$ cat config.mk
export PLATFORM = sky130hd
export DESIGN_NAME = mul_2203_seq
export DESIGN_NICKNAME = d
export VERILOG_FILES = /design/src/rtl/mul_2203_seq.sv
export SDC_FILE = /design/constraint.sdc
export NUM_CORES = 1
export LEC_CHECK = 0
export ABC_CLOCK_PERIOD_IN_PS = 3500
export BUFFER_PORTS_ARGS = -buffer_cell sky130_fd_sc_hd__buf_2
export CAP_MARGIN = 20
export CORE_UTILIZATION = 61
export CTS_BUF_LIST = sky130_fd_sc_hd__clkbuf_2 sky130_fd_sc_hd__clkbuf_4 sky130_fd_sc_hd__clkbuf_8
export DETAILED_ROUTE_END_ITERATION = 8
export PLACE_DENSITY = 0.8
export RECOVER_POWER = 50
export REMOVE_ABC_BUFFERS = 1
export SETUP_SLACK_MARGIN = 0.4
export SLEW_MARGIN = 30
export SYNTH_ARGS = -nofsm -noshare
export SYNTH_HDL_FRONTEND = slang
export SYNTH_SLANG_ARGS = --single-unit
$ cat constraint.sdc
create_clock -name clk -period 3.5 [get_ports clk]
set_clock_uncertainty 0.2 [all_clocks]
set_input_delay 0 -clock clk [delete_from_list [all_inputs] [get_ports clk]]
set_output_delay 0 -clock clk [all_outputs]
set_load 0.02 [all_outputs]
$ cat src/rtl/mul_2203_seq.sv
// rtl/mul_2203_seq.sv - 12x12 shift-add multiplier feeding the mod-2203 Barrett reducer
// Optional feature macro: OPERAND_CHECK_EN (adds err port and operand >= Q correction)
module mul_2203_seq #(
  parameter int OPW = 12,
  parameter int PW  = 23
) (
  input  logic           clk,
  input  logic           rst,
  input  logic           in_valid,
  output logic           in_ready,
  input  logic [OPW-1:0] in_a,
  input  logic [OPW-1:0] in_b,
  output logic           out_valid,
  input  logic           out_ready,
  output logic [PW-1:0]  out_prod
`ifdef OPERAND_CHECK_EN
  ,
  output logic           err
`endif
);

  localparam int CW = $clog2(OPW + 1);

  typedef enum logic [1:0] {
    S_IDLE = 2'd0,
    S_BUSY = 2'd1,
    S_DONE = 2'd2
  } state_t;

  state_t          state_q, state_d;
  logic [CW-1:0]   cnt_q,   cnt_d;
  logic [PW-1:0]   acc_q,   acc_d;
  logic [PW-1:0]   a_q,     a_d;
  logic [OPW-1:0]  b_q,     b_d;
  logic [PW-1:0]   prod_q,  prod_d;

  logic [OPW-1:0]  a_fix;
  logic [OPW-1:0]  b_fix;
  logic [PW-1:0]   acc_sum;

`ifdef OPERAND_CHECK_EN
  localparam int Q = 2203;
  localparam logic [OPW-1:0] QV = OPW'(Q);

  logic err_q, err_d;
  logic a_bad, b_bad;

  // Fold out-of-range operands back below Q; one subtraction suffices as 2^OPW-1 < 2Q.
  always_comb begin
    a_bad = (in_a >= QV);
    b_bad = (in_b >= QV);
    a_fix = a_bad ? (in_a - QV) : in_a;
    b_fix = b_bad ? (in_b - QV) : in_b;
  end

  assign err = err_q;
`else
  // Operands are latched exactly as presented.
  always_comb begin
    a_fix = in_a;
    b_fix = in_b;
  end
`endif

  // Partial-product accumulate for the current multiplier bit.
  always_comb begin
    acc_sum = b_q[0] ? (acc_q + a_q) : acc_q;
  end

  // State and datapath registers; reset discards any in-flight operation.
  always_ff @(posedge clk) begin
    if (rst) begin
      state_q <= S_IDLE;
      cnt_q   <= '0;
      acc_q   <= '0;
      a_q     <= '0;
      b_q     <= '0;
      prod_q  <= '0;
`ifdef OPERAND_CHECK_EN
      err_q   <= 1'b0;
`endif
    end else begin
      state_q <= state_d;
      cnt_q   <= cnt_d;
      acc_q   <= acc_d;
      a_q     <= a_d;
      b_q     <= b_d;
      prod_q  <= prod_d;
`ifdef OPERAND_CHECK_EN
      err_q   <= err_d;
`endif
    end
  end

  // Next-state and handshake decode; handshake outputs depend on state only.
  always_comb begin
    state_d   = state_q;
    cnt_d     = cnt_q;
    acc_d     = acc_q;
    a_d       = a_q;
    b_d       = b_q;
    prod_d    = prod_q;
    in_ready  = 1'b0;
    out_valid = 1'b0;
`ifdef OPERAND_CHECK_EN
    err_d     = err_q;
`endif
    case (state_q)
      S_IDLE: begin
        in_ready = 1'b1;
        if (in_valid) begin
          a_d     = {{(PW-OPW){1'b0}}, a_fix};
          b_d     = b_fix;
          acc_d   = '0;
          cnt_d   = '0;
          state_d = S_BUSY;
`ifdef OPERAND_CHECK_EN
          err_d   = a_bad | b_bad;
`endif
        end
      end
      S_BUSY: begin
        acc_d = acc_sum;
        a_d   = a_q << 1;
        b_d   = b_q >> 1;
        cnt_d = cnt_q + CW'(1);
        if (cnt_q == CW'(OPW - 1)) begin
          prod_d  = acc_sum;
          state_d = S_DONE;
        end
      end
      S_DONE: begin
        out_valid = 1'b1;
        if (out_ready) begin
          state_d = S_IDLE;
        end
      end
      default: begin
        state_d = S_IDLE;
      end
    endcase
  end

  assign out_prod = prod_q;

endmodule

# Word level (Yosys, flattened, before mapping)
# Index checks and enable logic that the tools add are counted.
[op_classes]
n_eq_ne = 6
mux = 15
add_sub_neg = 2
reduce_logical = 5
[ops]
columns = ["operator", "count"]
rows = [
  ["23-bit one-hot mux with 2 select lines", 2],
  ["23-bit two-way mux", 3],
  ["12-bit one-hot mux with 2 select lines", 1],
  ["23-bit adder", 1],
  ["12-bit two-way mux", 1],
  ["4-bit one-hot mux with 2 select lines", 1],
  ["2-bit two-way mux", 3],
  ["2-bit != test, second input constant", 3],
  ["2-bit one-hot mux with 3 select lines", 1],
  ["4-bit by 1-bit adder with 4-bit output, second input constant", 1],
  ["4-bit == test, second input constant", 1],
  ["4-bit two-way mux", 1],
  ["2-bit AND reduction", 2],
  ["3-bit AND reduction", 1],
  ["2-bit by 1-bit == test with 1-bit output, second input constant", 1],
  ["2-bit == test, second input constant", 1],
  ["2-bit logical NOT", 1],
  ["1-bit two-way mux", 2],
  ["2-bit nonzero test", 1],
]
[word_totals]
output_inout_bits = 25
word_cells = 34
in_bits = 28
register_bits = 87

# Longest topological paths before layout
# Gate-level depths: netlist of the first run.
[depth]
depth_word = 3
depth_mapped = 10
mapped_depth_nobuf = 10

# Worst setup path before layout of the first run
# No wires, ideal clock.
[synth_timing]
path_kind = "flip-flop to flip-flop"
startpoint = "register acc_q[0]"
endpoint = "register prod_q[22], in the netlist out_prod[22]"
path_stages_with_launch = 11
n_path_buf = 0
period_less_slack_ns = 2.636
setup_ns = 0.080
slack_ns = 0.864
arrival_ns = 2.356
t_required_ns = 3.220
path_cell_list = "dfxtp_1 > ha_1 > fa_1 > a21oi_1 > o211ai_1 > a211oi_2 > a21oi_2 > a31oi_1 > xor2_1 > o21ai_0 > a211oi_2"
[synth_via]
elab_chain_cells = 2
[synth_lines]
columns = ["item", "line_no", "source"]
rows = [
  ["from (decl)", "32", "logic [PW-1:0] acc_q, acc_d;"],
  ["from (signal assigned)", "75", "acc_q <= '0;"],
  ["from (signal assigned)", "85", "acc_q <= acc_d;"],
  ["23-bit adder", "67", "acc_sum = b_q[0] ? (acc_q + a_q) : acc_q;"],
  ["23-bit two-way mux", "67", ""],
  ["to (signal assigned)", "88", "prod_q <= prod_d;"],
  ["to (decl)", "35", "logic [PW-1:0] prod_q, prod_d;"],
]
# Every way passes these cells.
# A chain may end at the register's enable or synchronous reset.

# Worst setup path after layout of the first run
[layout_timing]
startpoint = "register state_q[1]"
endpoint = "register b_q[9]"
[layout_via]
elab_chain_cells = 3
elab_cells_between_ends = 6
cone_classes = "2 x eq/ne; 1 x mux; 3 x reduce/logical"
[layout_lines]
columns = ["item", "line_no", "source"]
rows = [
  ["from (decl)", "30", "state_t state_q, state_d;"],
  ["from (signal assigned)", "83", "state_q <= state_d;"],
  ["2-bit by 1-bit == test with 1-bit output or 2-bit logical NOT (tied branches)", "108", "case (state_q)"],
  ["2-bit nonzero test (no line) or 2-bit != test (tied branches)", "n/a", ""],
  ["2-bit AND reduction (no line)", "n/a", ""],
  ["to (signal assigned)", "77", "b_q <= '0;"],
  ["to (signal assigned)", "87", "b_q <= b_d;"],
  ["to (decl)", "34", "logic [OPW-1:0] b_q, b_d;"],
]
# Several ways; a longest one is shown, not always the timed one.

==> flow_metrics.env, run 1 <==
export IMPL_status="finished with violations"
export IMPL_violations="capacitance limit, slew limit"
export IMPL_final_cells=780
export IMPL_slew_viol_final=49
export IMPL_synth_adder_area_share_pct=6.28
export IMPL_synth_compound_area_share_pct=30.6
export IMPL_chipHeight_um=91.6
export IMPL_maxCapViolCount=1
export IMPL_crit_type="flip-flop to flip-flop"
export IMPL_first_iter_violations=341
export IMPL_grt_pass1_vias=4429
export IMPL_worst_slack_ns=0.534
export IMPL_nets=725
export IMPL_cp_start_kind="flip-flop"
export IMPL_num_vias=4804
export IMPL_cts_tree="done"
export IMPL_finalSetupViolations=0
export IMPL_area_growth_pct=15.0
export IMPL_synth_simple_gate_area_share_pct=17.0
export IMPL_rrSetupSlack_ns=0.53
export IMPL_worstPathArrival_ns=2.98
export IMPL_min_period_ns=2.97
export IMPL_synth_edf_count=0
export IMPL_dr_pass1_iters=5
export IMPL_worst_slew_pin_slew_ns=1.85
export IMPL_grt_pass1_wl_um=21500
export IMPL_via_per_inst=6.16
export IMPL_fillCellCount=632
export IMPL_ys_types=53
export IMPL_synth_top_cell_area_share_pct=35.5
export IMPL_syn_avg_cell_area_um2=7.97
export IMPL_finalWirelength_um=12800
export IMPL_pre_cts_ws_ns=0.590
export IMPL_yosysWarnings=0
export IMPL_synth_top_family_by_area="compound AO/OA/AOI/OAI gates"
export IMPL_hold_path_class="input pin to flip-flop"
export IMPL_synth_async_sr_flop_share_pct=0
export IMPL_final_common_cell="nor2_1"
export IMPL_synth_xor_area_share_pct=3.39
export IMPL_core_area_um2=7770
export IMPL_cts_buffers=9
export IMPL_synth_seq_cells=87
export IMPL_fmax_ghz=0.337
export IMPL_hpwl_um=8660
export IMPL_drc=0
export IMPL_n_antenna_cell=0
export IMPL_vdd_ir_drop_max_mv=0.215
export IMPL_power_density_nw_per_um2=364
export IMPL_num_rows=32
export IMPL_seq_area_um2=1740
export IMPL_slew_headroom_pct=-23.6
export IMPL_end_kind="flip-flop"
export IMPL_rsz0062_at_grt="false"
export IMPL_setup_tns_ns=0
export IMPL_clkLatencyLatePin_ns=0.36
export IMPL_fin_crit_sh_pct=84.7
export IMPL_antenna_found_initial=0
export IMPL_cp_required_ns=3.51
export IMPL_power_total_mw=2.05
export IMPL_io_buffers=52
export IMPL_clock_sinks=87
export IMPL_final_cell_mix="nor2_1 (110), dfxtp_1 (87), a21oi_1 (84), nand2_1 (35), buf_2 (28)"
export IMPL_synth_cells=615
export IMPL_io_pins=53
export IMPL_grt_start_max_net_pins=66
export IMPL_critPathMaxFanout=48
export IMPL_postCtsSetupRepairBufs=0
export IMPL_detail_route_antenna_nets=0
export IMPL_track_usage_pct=32.0
export IMPL_clk_path_buf_depth=2
export IMPL_h_tree_depth=3
export IMPL_final_hold_viol_count=0
export IMPL_leakage_nw=2.36
export IMPL_die_w_um=91.6
export IMPL_synth_top_area_cell="dfxtp_1"
export IMPL_drive_gt1_share_pct=11.7
export IMPL_initial_core_util_pct=63.1
export IMPL_wire_per_inst_um=16.4
export IMPL_path_clk_slew_ns=0.08
export IMPL_multiInputGateArea_um2=2930
export IMPL_syn_area_um2=4900
export IMPL_ys_seq_area_share_pct=35.5
export IMPL_place_congestion=0.936
export IMPL_dp_cells=738
export IMPL_grt_overflow=0
export IMPL_netlist_top_cells_area="dfxtp_1 (36%), a21oi_1 (8.7%), nor2_1 (8.4%)"
export IMPL_dieArea_um2=8400
export IMPL_yosys_mux_area_fraction_pct=2.09
export IMPL_clock_root_buffer="clkbuf_8"
export IMPL_synthFlopType="dfxtp_1"
-- routing by layer --
| metal | vias up | track usage, % | share of wire (%) |
|---|---|---|---|
| li1 | 2337 | - | - |
| met5 | - | 0 | 0 |
| met4 | 0 | 8.20 | 0.93 |
| met1 | 2283 | 44.8 | 47 |
| met3 | 13 | 5.39 | 6.2 |
| met2 | 171 | 51.1 | 46 |
-- state kept, by name, summed over array words and instances, names as in the netlist --
name      cells
a_q          23
acc_q        23
out_prod     23
b_q          12
cnt_q         4
state_q       2
-- cells in the mapped netlist (4+ instances only) --
master and number:
xnor2_1 13, clkbuf_1 31, ha_1 23, nand2_1 35, a22oi_1 24, nor3_1 6, o221a_2 12, a22o_1 6
buf_1 7, a211oi_1 10, nand3_1 8, a31oi_1 5, mux2i_1 8, a21o_1 16, dfxtp_1 87, nor2b_1 13
a21oi_1 85, inv_1 18, o21ai_0 24, nand2b_1 4, nor2_1 110, xor2_1 6, a2111oi_0 13
-- cell type report --
| cell class | instances | share of cell area (%) |
|---|---|---|
| inverters | 18 | 1.20 |
| multi-input cells | 467 | 51.9 |
| flip-flops and latches | 87 | 30.9 |
| clock buffers | 11 | 2.58 |
| well taps | 102 | 2.26 |
| clock inverters | 5 | 1.02 |
| repair buffers | 90 | 10.1 |
-- kinds of logic after synthesis --
kind of cell / count (synthesis)
AOI/OAI and AO/OA: 224
and+or+nand+nor: 190
DFF: 87
buffers and inverters: 61
adders and majority gates: 24
xor gates and xnor gates: 19
muxes: 10
-- per-stage QoR --
step	instance area [um2]	hold slack (ns)	util (%)
3_3_place_gp	5200	0.0620	67.0
6_report	5640	0.157	72.6
5_1_grt	5640	0.167	72.6
2_1_floorplan	4720	-0.131	-
3_5_place_dp	5210	0.0767	67.1
4_1_cts	5670	0.0144	73.0
-- critical path, stage by stage (launching register included) --
cell	delay, ns
dfxtp_1	0.44
clkbuf_1	1.36
nor2_1	0.13
a21oi_1	0.21
nor2_1	0.05
a2111oi_0	0.43
-- repair_timing --
| item | 4_1_cts | 5_1_grt |
|---|---|---|
| endpoints found under the hold margin | 35 | 0 |
| gates resized for setup | 0 | 1 |
| setup endpoints to repair | 0 | 1 |
| hold buffers | 26 | 0 |
-- report_power, final --
part | total (mW) | switching (mW) | internal (mW)
Clock | 0.727 | 0.369 | 0.358
Sequential | 1.05 | 0.0292 | 1.02
Combinational | 0.278 | 0.165 | 0.113
Total | 2.05 | 0.563 | 1.49
-- worst paths after layout --
path                                   from     endpoint  cells after the start
worst max-delay path             state_q[1]       b_q[9]                      5
worst min-delay path               in_valid      b_q[11]                      4
worst max register to register   state_q[1]       b_q[9]                      5
worst min register to register  out_prod[9]  out_prod[9]                      2
(Power assumes the default switching activity.)
==> run 2, diff against run 1 <==
--- a/config.mk
+++ b/config.mk
@@ -5,7 +5,7 @@
 export SDC_FILE = /design/constraint.sdc
 export NUM_CORES = 1
 export LEC_CHECK = 0
-export ABC_CLOCK_PERIOD_IN_PS = 3500
+export ABC_CLOCK_PERIOD_IN_PS = 2800
 export BUFFER_PORTS_ARGS = -buffer_cell sky130_fd_sc_hd__buf_2
 export CAP_MARGIN = 20
 export CORE_UTILIZATION = 61
==> constraint.sdc (replaced) <==
create_clock -name clk -period 2.8 [get_ports clk]
set_clock_uncertainty 0.2 [all_clocks]
set_input_delay 0 -clock clk [delete_from_list [all_inputs] [get_ports clk]]
set_output_delay 0 -clock clk [all_outputs]
set_load 0.02 [all_outputs]
==> run 2 against run 1 <==
  * The run now ends clean
  * Sequential cell count unchanged
  * Critical path depth increased by 6
  * Hold slack got worse by 0.095 ns
  * Final area grew 12%
  * Non-clock buffer count increased by 23
  * Critical path type unchanged
  * Largest power group unchanged
  * Highest routed layer unchanged
==> flow_metrics.env, run 2 (synthesis results as in run 1) <==
export IMPL_status="finished, final reports clean"
export IMPL_dr_pass1_iters=5
export IMPL_cp_common_cell="a21oi_2"
export IMPL_antenna_found_initial=0
export IMPL_wire_per_inst_um=18.1
export IMPL_track_usage_pct=32.9
export IMPL_crit_type="flip-flop to flip-flop"
export IMPL_clkLatencyLatePin_ns=0.37
export IMPL_swShare_pct=26.3
export IMPL_finalSetupViolations=0
export IMPL_chipHeight_um=91.6
export IMPL_drive_gt1_share_pct=24.1
export IMPL_detail_route_antenna_nets=0
export IMPL_clk_path_buf_depth=2
export IMPL_final_cell_mix="nor2_1 (108), a21oi_1 (73), dfxtp_1 (71), nand2_1 (31), buf_4 (31)"
export IMPL_end_kind="flip-flop"
export IMPL_min_period_ns=2.69
export IMPL_die_w_um=91.6
export IMPL_clock_power_share_pct=38.5
export IMPL_fmax_ghz=0.372
export IMPL_crit_chain="ha_4 -> fa_2 -> a21oi_2 -> o211ai_1 -> a211oi_2 -> a21oi_2 -> a31oi_1 -> xor2_1 -> buf_4 -> o31ai_1 -> a31o_1"
export IMPL_finalWirelength_um=14600
export IMPL_core_area_um2=7770
export IMPL_first_iter_violations=358
export IMPL_vdd_ir_drop_max_mv=0.277
export IMPL_power_density_nw_per_um2=449
export IMPL_num_rows=32
export IMPL_grt_overflow=0
export IMPL_dieArea_um2=8400
export IMPL_nets=748
export IMPL_clock_root_buffer="clkbuf_8"
export IMPL_slew_viol_final=0
export IMPL_cts_tree="done"
export IMPL_crit_path_max_incr_delay_ns=0.35
export IMPL_final_common_cell="nor2_1"
export IMPL_intPower_mw=2.08
export IMPL_worstPathArrival_ns=2.74
export IMPL_slew_headroom_pct=21.8
export IMPL_via_per_inst=6.25
export IMPL_fillCellCount=516
export IMPL_worst_slew_pin_slew_ns=1.17
export IMPL_setup_tns_ns=0
export IMPL_io_pins=53
export IMPL_slowest_stage="fa_2"
export IMPL_fin_crit_sh_pct=95.9
export IMPL_n_antenna_cell=0
export IMPL_h_tree_depth=3
export IMPL_cts_buffers=9
export IMPL_cp_start_kind="flip-flop"
export IMPL_rsz0062_at_grt="true"
export IMPL_path_clk_slew_ns=0.09
export IMPL_maxCapViolCount=0
export IMPL_hold_slack_ns=0.0619
export IMPL_switchingPower_mw=0.743
export IMPL_io_buffers=52
export IMPL_cp_required_ns=2.85
export IMPL_drc=0
export IMPL_hold_path_class="input pin to flip-flop"
export IMPL_grt_pass1_vias=4524
export IMPL_critPathMaxFanout=4
export IMPL_hpwl_um=8470
export IMPL_place_congestion=0.966
export IMPL_leakage_nw=2.54
export IMPL_num_vias=5021
export IMPL_grt_start_max_net_pins=66
export IMPL_grt_pass1_wl_um=21800
export IMPL_comb_power_share_pct=14.8
export IMPL_clock_sinks=87
export IMPL_initial_core_util_pct=63.1
export IMPL_final_hold_viol_count=0
export IMPL_seq_power_share_pct=46.7
export IMPL_area_growth_pct=28.4
run 2: cell count changes in the layout (fill, tap and decap cells not counted), sizes merged:
cell / delta
buf: +24
clkinv: -3
bufinv: +2
dlygate4sd3: -1
inv: +1
run 2: through the flow:
stage	instances	total power, mW	instance area, um2	setup WS [ns]	utilization (%)
floorplan	572	1.53	4720	-0.459	-
global placement	746	1.65	5270	0.0142	67.8
detailed placement	746	1.66	5270	-0.0721	67.8
CTS	793	2.76	5950	0.209	76.6
global route	803	2.91	6290	0.00315	81.0
finish	803	2.83	6290	0.114	81.0
run 2: metal layers:
layer,global-route usage [%],part of all wire [%],up-vias
met5,0,0,-
met1,43.9,44,2376
met3,4.48,6.1,40
met2,53.5,47,223
li1,-,-,2382
met4,13.4,2.7,0
run 2: final timing paths:
path                                  start  slack (ns)          end  cells past startpoint
worst min-delay path                    rst        0.06     cnt_q[1]                      3
worst max register to register       a_q[0]        0.11    acc_q[22]                     11
worst max-delay path                 a_q[0]        0.11    acc_q[22]                     11
worst min register to register  out_prod[9]        0.28  out_prod[9]                      2
run 2: power by group through the flow:
stage | logic, mW | registers, mW | clock network [mW]
after floorplan | 0.191 | 1.34 | 0
after global placement | 0.312 | 1.33 | 0
after detailed placement | 0.321 | 1.34 | 0
after CTS | 0.362 | 1.31 | 1.09
after global routing | 0.450 | 1.32 | 1.14
final | 0.419 | 1.32 | 1.09
run 2: layout make-up:
class / instances / area (um2) / share of cell area (%)
multi-input cells: 467 / 3330 / 52.9
flip-flops and latches: 87 / 1770 / 28.2
repair buffers: 113 / 748 / 11.9
clock buffers: 11 / 145 / 2.31
well taps: 102 / 128 / 2.03
clock inverters: 5 / 104 / 1.65
inverters: 18 / 67.6 / 1.07
run 2: critical path, delay by kind of cell (launching register included):
kind / cells / cell delay (ns)
AOI/OAI and AO/OA: 7 / 1.20
xor gates and xnor gates: 1 / 0.16
buffers and inverters: 1 / 0.15
adders and majority gates: 2 / 0.51
DFF: 1 / 0.34
run 2: timing repair:
action,in CTS,in global routing
endpoints found under the hold margin,25,0
endpoints found under the setup margin,29,34
buffers inserted,6,10
hold buffers,25,0
resized for setup,35,70
pin swaps,19,32
gates cloned,0,0
